$ cat src/rtl/sap2_prog_loader.sv
// Host-driven program loader for the SAP-2: freezes the CPU, streams bytes into memory
// over a 4-phase handshake, then restarts the CPU. Transparent memory pass-through otherwise.
module sap2_prog_loader #(
    parameter int ADDR_W     = 8,
    parameter int DATA_W     = 8,
    parameter int RST_CYCLES = 4
) (
    input  logic              clk,
    input  logic              rst_n,
    input  logic              ld_en,
    input  logic              ld_strobe,
    input  logic [DATA_W-1:0] ld_data,
    output logic              ld_ack,
    output logic              ld_busy,
    input  logic [ADDR_W-1:0] cpu_addr,
    input  logic [DATA_W-1:0] cpu_wdata,
    input  logic              cpu_we,
    input  logic              cpu_idle,
    output logic              cpu_hold,
    output logic              cpu_rst,
    output logic [ADDR_W-1:0] mem_addr,
    output logic [DATA_W-1:0] mem_wdata,
    output logic              mem_we,
    output logic [15:0]       byte_count
);

    localparam int ADDR_BYTES = (ADDR_W <= 8) ? 1 : 2;
    localparam int RCNT_W     = $clog2(RST_CYCLES + 1);

    typedef enum logic [2:0] {
        S_RUN, S_HOLD, S_ADDR, S_DATA, S_WRITE, S_ACK_WAIT, S_RELEASE
    } state_t;

    state_t              r_state;
    state_t              r_next;
    logic                r_idx;
    logic [ADDR_W-1:0]   r_ptr;
    logic [DATA_W-1:0]   r_data;
    logic [15:0]         r_count;
    logic                r_ack;
    logic                r_hold;
    logic                r_rst;
    logic [RCNT_W-1:0]   r_rcnt;
    logic [1:0]          r_en_sync;
    logic [1:0]          r_stb_sync;

    logic                w_en_s;
    logic                w_stb_s;
    logic                w_loader;
    logic                w_abort;
    logic [ADDR_W-1:0]   w_ptr_load;

    assign w_en_s   = r_en_sync[1];
    assign w_stb_s  = r_stb_sync[1];
    assign w_loader = (r_state != S_RUN) && (r_state != S_HOLD);
    // Losing ld_en wins over a pending strobe; WRITE is not in this set so it always completes.
    assign w_abort  = !w_en_s &&
                      (r_state == S_ADDR || r_state == S_DATA || r_state == S_ACK_WAIT);

    // Replace one address byte of the pointer, high byte first for two-byte addresses.
    always_comb begin
        w_ptr_load = r_ptr;
        if (r_idx)
            w_ptr_load = (r_ptr & ADDR_W'(16'h00FF)) | ADDR_W'({ld_data, 8'h00});
        else
            w_ptr_load = (r_ptr & ~ADDR_W'(16'h00FF)) | ADDR_W'(ld_data);
    end

    always_comb begin
        mem_addr  = cpu_addr;
        mem_wdata = cpu_wdata;
        mem_we    = cpu_we;
        if (w_loader) begin
            mem_addr  = r_ptr;
            mem_wdata = r_data;
            mem_we    = (r_state == S_WRITE);
        end
    end

    assign ld_ack     = r_ack;
    assign ld_busy    = (r_state != S_RUN);
    assign cpu_hold   = r_hold;
    assign cpu_rst    = r_rst;
    assign byte_count = r_count;

    always_ff @(posedge clk or negedge rst_n) begin
        if (!rst_n) begin
            r_en_sync  <= '0;
            r_stb_sync <= '0;
        end else begin
            // NOTE: non-blocking so each stage samples the previous stage's pre-edge value.
            r_en_sync  <= {r_en_sync[0], ld_en};
            r_stb_sync <= {r_stb_sync[0], ld_strobe};
        end
    end

    always_ff @(posedge clk or negedge rst_n) begin
        if (!rst_n) begin
            r_state <= S_RUN;
            r_next  <= S_ADDR;
            r_idx   <= 1'b0;
            r_ptr   <= '0;
            r_data  <= '0;
            r_count <= '0;
            r_ack   <= 1'b0;
            r_hold  <= 1'b0;
            r_rst   <= 1'b0;
            r_rcnt  <= '0;
        end else if (w_abort) begin
            r_state <= S_RELEASE;
            r_ack   <= 1'b0;
            r_rst   <= 1'b1;
            r_rcnt  <= '0;
        end else begin
            unique case (r_state)
                S_RUN: begin
                    if (w_en_s) begin
                        r_state <= S_HOLD;
                        r_hold  <= 1'b1;
                    end
                end
                S_HOLD: begin
                    if (!w_en_s) begin
                        r_state <= S_RUN;
                        r_hold  <= 1'b0;
                    end else if (cpu_idle) begin
                        r_state <= S_ADDR;
                        r_idx   <= (ADDR_BYTES == 2);
                        r_count <= '0;
                    end
                end
                S_ADDR: begin
                    if (w_stb_s) begin
                        r_ptr   <= w_ptr_load;
                        r_ack   <= 1'b1;
                        r_state <= S_ACK_WAIT;
                        r_next  <= r_idx ? S_ADDR : S_DATA;
                        r_idx   <= 1'b0;
                    end
                end
                S_DATA: begin
                    if (w_stb_s) begin
                        r_data  <= ld_data;
                        r_state <= S_WRITE;
                    end
                end
                S_WRITE: begin
                    r_ptr   <= r_ptr + ADDR_W'(1);
                    if (r_count != 16'hFFFF)
                        r_count <= r_count + 16'd1;
                    r_ack   <= 1'b1;
                    r_next  <= S_DATA;
                    r_state <= S_ACK_WAIT;
                end
                S_ACK_WAIT: begin
                    if (!w_stb_s) begin
                        r_ack   <= 1'b0;
                        r_state <= r_next;
                    end
                end
                S_RELEASE: begin
                    if (r_rcnt == RCNT_W'(RST_CYCLES - 1)) begin
                        r_state <= S_RUN;
                        r_hold  <= 1'b0;
                        r_rst   <= 1'b0;
                    end else begin
                        r_rcnt  <= r_rcnt + RCNT_W'(1);
                    end
                end
                default: r_state <= S_RUN;
            endcase
        end
    end

endmodule

$ cat config.mk
export PLATFORM = sky130hd
export DESIGN_NAME = sap2_prog_loader
export DESIGN_NICKNAME = d
export VERILOG_FILES = /design/src/rtl/sap2_prog_loader.sv
export SDC_FILE = /design/constraint.sdc
export NUM_CORES = 1
export LEC_CHECK = 0
export BUFFER_PORTS_ARGS = -buffer_cell sky130_fd_sc_hd__buf_2
export CAP_MARGIN = 20
export CORE_MARGIN = 8
export CORE_UTILIZATION = 53
export DETAILED_ROUTE_END_ITERATION = 8
export HOLD_SLACK_MARGIN = 0.15
export PLACE_DENSITY = 0.82
export SLEW_MARGIN = 10
export SYNTH_ARGS = -nofsm -noshare
export SYNTH_HDL_FRONTEND = slang
export SYNTH_SLANG_ARGS = --single-unit
$ cat constraint.sdc
create_clock -name clk -period 2.1 [get_ports clk]
set_input_delay 0.21 -clock clk [delete_from_list [all_inputs] [get_ports clk]]
set_output_delay 0.21 -clock clk [all_outputs]
set_load 0.02 [all_outputs]
==> key figures <==
Critical path
  • Crit path from: r_state[0]$_DFFE_PN0P_
  • Worst Setup Path Type: reg -> out
  • Reg2Reg Depth: 5
  • Reg2Reg Setup Slack: approximately 0.1 ns
  • Worst EP required: between 1.5 and 2 ns
  • CP endpoint kind: output pin
  • Crit start category: flip-flop
  • Endpoint of the worst-slack reg-to-reg timing path: byte_count[11]$_DFFE_PN0P_
  • Worst-path fanout max: 9
  • Critical R2R Launch: byte_count[0]$_DFFE_PN0P_
  • WP data arrival: ~1.8 ns
  • CP endpoint: mem_we

STA
  • Setup TNS Final: 0 ns
  • Max-slew violations: 0
  • Slew Limit Headroom: 61.9%
  • Final setup vio count: 0
  • Layout Skew: about 0.0066 ns
  • WHS: between 0.15 and 0.2 ns
  • Peak Freq: about 0.5 GHz
  • RSZ-0062 raised after global routing: false
  • Final Hold Violating Endpoints: 0
  • Final critical-path setup slack: just over 0.09 ns
  • Crit share post-route: a little over nine tenths
  • Worst-Margin Slew: between 0.5 and 0.6 ns
  • Final Critical Period: 2.01 ns

Layout
  • Commonest cells after routing, fill and taps aside: buf_2 (66), dfrtp_1 (46), nand2_1 (24), mux2_2 (23), a21oi_1 (21)
  • Final core occ: about two thirds
  • Antenna cells: 0
  • Synth-to-Final Area Change: 26.0%
  • Leading cell type in the layout, fill and taps excluded: buf_2
  • Share of cells above drive strength 1: between 30% and 40%
  • Fin area: between 3000 and 4000 um^2
  • Nets: roughly 380

Logic synthesis
  • Post-Syn Area per Cell: around 9.5 um^2
  • Ys async rst share: 100%
  • Unique masters post-synth: 53
  • Mapped Cells: 267
  • Sequential area share after synthesis: between 40% and 50%
  • Share of Yosys cell area claimed by the top area cell type: 45.2%
  • YS warnings: 0
  • Synth Register Bits: 46
  • Cell area after synthesis: ~2500 um^2
  • Synthesized net count: around 300
  • Largest cells by area after synthesis: dfrtp_1 (45%), mux2_2 (10%), a21oi_1 (4.1%), o21ai_0 (3.9%), nand2_1 (3.5%)
  • Synth Flop Type: dfrtp_1
  • Post-synth top area cell: dfrtp_1
  • Post-synth EDFFs: 0

Place
  • DP Area: approximately 3000 um^2
  • Dpl hpwl: approximately 4500 um
  • Port Buffer Count: 66
  • RePlAce Congestion: about 0.88
  • Pre-CTS setup slack: 0.00755 ns

Global route
  • Initial antenna violation count: 0
  • Largest net degree at the start of global routing: 47
  • First-pass GRT wire length: 10,800 um
  • Overflow after GRT: 0
  • GRT Total Usage: between 15 and 20%
  • Vias in the first global route: 2,288

Floorplan
  • Die Y: 85.3 um
  • Num rows: 25
  • # IOs: 67
  • Core Box Area: about 4700 um^2
  • Starting Density: roughly 54%
  • DIE WIDTH: 85.3 um
  • Full die area: 7280 um^2

Clock tree
  • # H-tree levels: 2
  • Worst skew pair latency: roughly 0.30 ns
  • CTS tree: yes
  • Reg clk slew, reported paths: ~0.090 ns
  • Clock buffer depth: 2
  • Clock Sinks: between 40 and 50
  • Num CTS Buffers: 5
  • CTS root buf: clkbuf_8

Min path
  • HP Class: in -> reg
  • Worst Min Path Start: ld_data[3]

Status
  • Status: completed

Detailed routing
  • Post-route ant nets: 0
  • Met3 WL post-DR: 559 um
  • Via-to-Cell Ratio: approximately 5.8
  • WL final: between 6000 and 7000 um
  • TritonRoute pass-1 iters: 4
  • Avg WL per Cell: about 16 um
  • Residual DRC: 0
  • Post-Route M1 WL: approximately 2800 um
  • Total number of vias: roughly 2,400
  • 1st-iter DRT viols: ~160
  • Metal2 WL: just over 3000 um
  • Top Metal Used: met4

Job
  • Total of max-cap violations: 0

Power and ir drop
  • Power Density: 1450 nW/um^2
  • Worst IR drop on VDD: between 0.0006 and 0.0007 V
  • Static Leakage: between 1 and 1.5 nW
[power breakdown]
| group | total (W) | internal [W] | switching (W) |
|---|---|---|---|
| Sequential | 0.00153 | 0.00121 | 0.000317 |
| Clock | 0.000662 | 0.000354 | 0.000308 |
| Combinational | 0.00247 | 0.00105 | 0.00142 |
| Total | 0.00466 | 0.00261 | 0.00205 |
[state kept, by name (all words and copies together) (netlist names)]
name        cells
cpu_rst         1
r_ptr           8
r_en_sync       2
r_rcnt          3
r_state         3
byte_count     16
r_data          8
r_stb_sync      2
cpu_hold        1
ld_ack          1
r_next          1
[through the flow]
step | cells | total power [W]
final | 404 | 0.00466
after global routing | 404 | 0.00500
after CTS | 404 | 0.00465
after detailed placement | 390 | 0.00397
after global placement | 390 | 0.00389
after floorplan | 267 | 0.00320
[cell families after synthesis]
group                    count (synthesis)  share of synthesized area, %
AO/OA/AOI/OAI                           85                          21.6
AND/OR/NAND/NOR                         81                          16.3
flip-flops                              46                          45.2
buffers and inverters                   26                          4.12
multiplexers                            25                          10.9
adder cells (fa/ha/maj)                  4                          1.96
[how the worst min path moves through the flow]
| stage | end | slack [ns] | depth (start not counted) |
|---|---|---|---|
| CTS | r_data[3]$_DFFE_PN0P_ | 0.15 | 2 |
| global route | r_data[6]$_DFFE_PN0P_ | 0.15 | 2 |
| global placement | r_en_sync[0]$_DFF_PN0_ | 0.32 | 1 |
| floorplan | byte_count[0]$_DFFE_PN0P_ | -0.09 | 0 |
| detailed placement | r_stb_sync[0]$_DFF_PN0_ | 0.32 | 1 |
| finish | r_data[3]$_DFFE_PN0P_ | 0.16 | 2 |
[cell usage after synthesis (2+ instances only)]
cell type / n
a31o_2: 2
nor3_1: 4
nor3b_1: 2
o21ai_0: 20
mux2i_1: 2
o22ai_1: 5
a2bb2oi_1: 2
a21boi_0: 3
ha_1: 4
nand4b_1: 2
or3_1: 3
nand3_1: 12
nand2_1: 24
dfrtp_1: 46
o31ai_1: 2
a41oi_1: 3
and3_1: 2
mux2_2: 23
or4_1: 2
a22oi_1: 2
nand2b_1: 6
inv_1: 11
clkbuf_1: 13
a21oi_1: 21
o211ai_1: 2
nor2_1: 14
a31oi_1: 7
nor2b_1: 3
[routing by layer]
layer,vias up,global-route usage (%)
li1,1148,-
met1,1126,22.0
met2,80,29.4
met3,4,6.56
met4,0,4.62
met5,-,0
[final cells by class]
| class | count | area (um^2) |
|---|---|---|
| fill | 380 | 1480 |
| multi-input combinational | 195 | 1310 |
| sequential | 46 | 1150 |
| timing repair buffer | 90 | 529 |
| clock buffer | 5 | 68.8 |
| tap | 54 | 67.6 |
| clock inverter | 3 | 45.0 |
| inverter | 11 | 41.3 |
[worst max-delay path: stages (launching register included)]
cell     delay, ns
dfrtp_1       0.48
or3b_2        0.59
buf_4         0.21
nand2_1       0.06
buf_2         0.16
[repair_timing]
action | CTS | global route
buffers inserted | 0 | 0
gates resized for setup | 1 | 3
setup endpoints to repair | 1 | 16
hold endpoints to repair | 51 | 0
hold buffers | 6 | 0
Power figures use the tool's default switching activity.
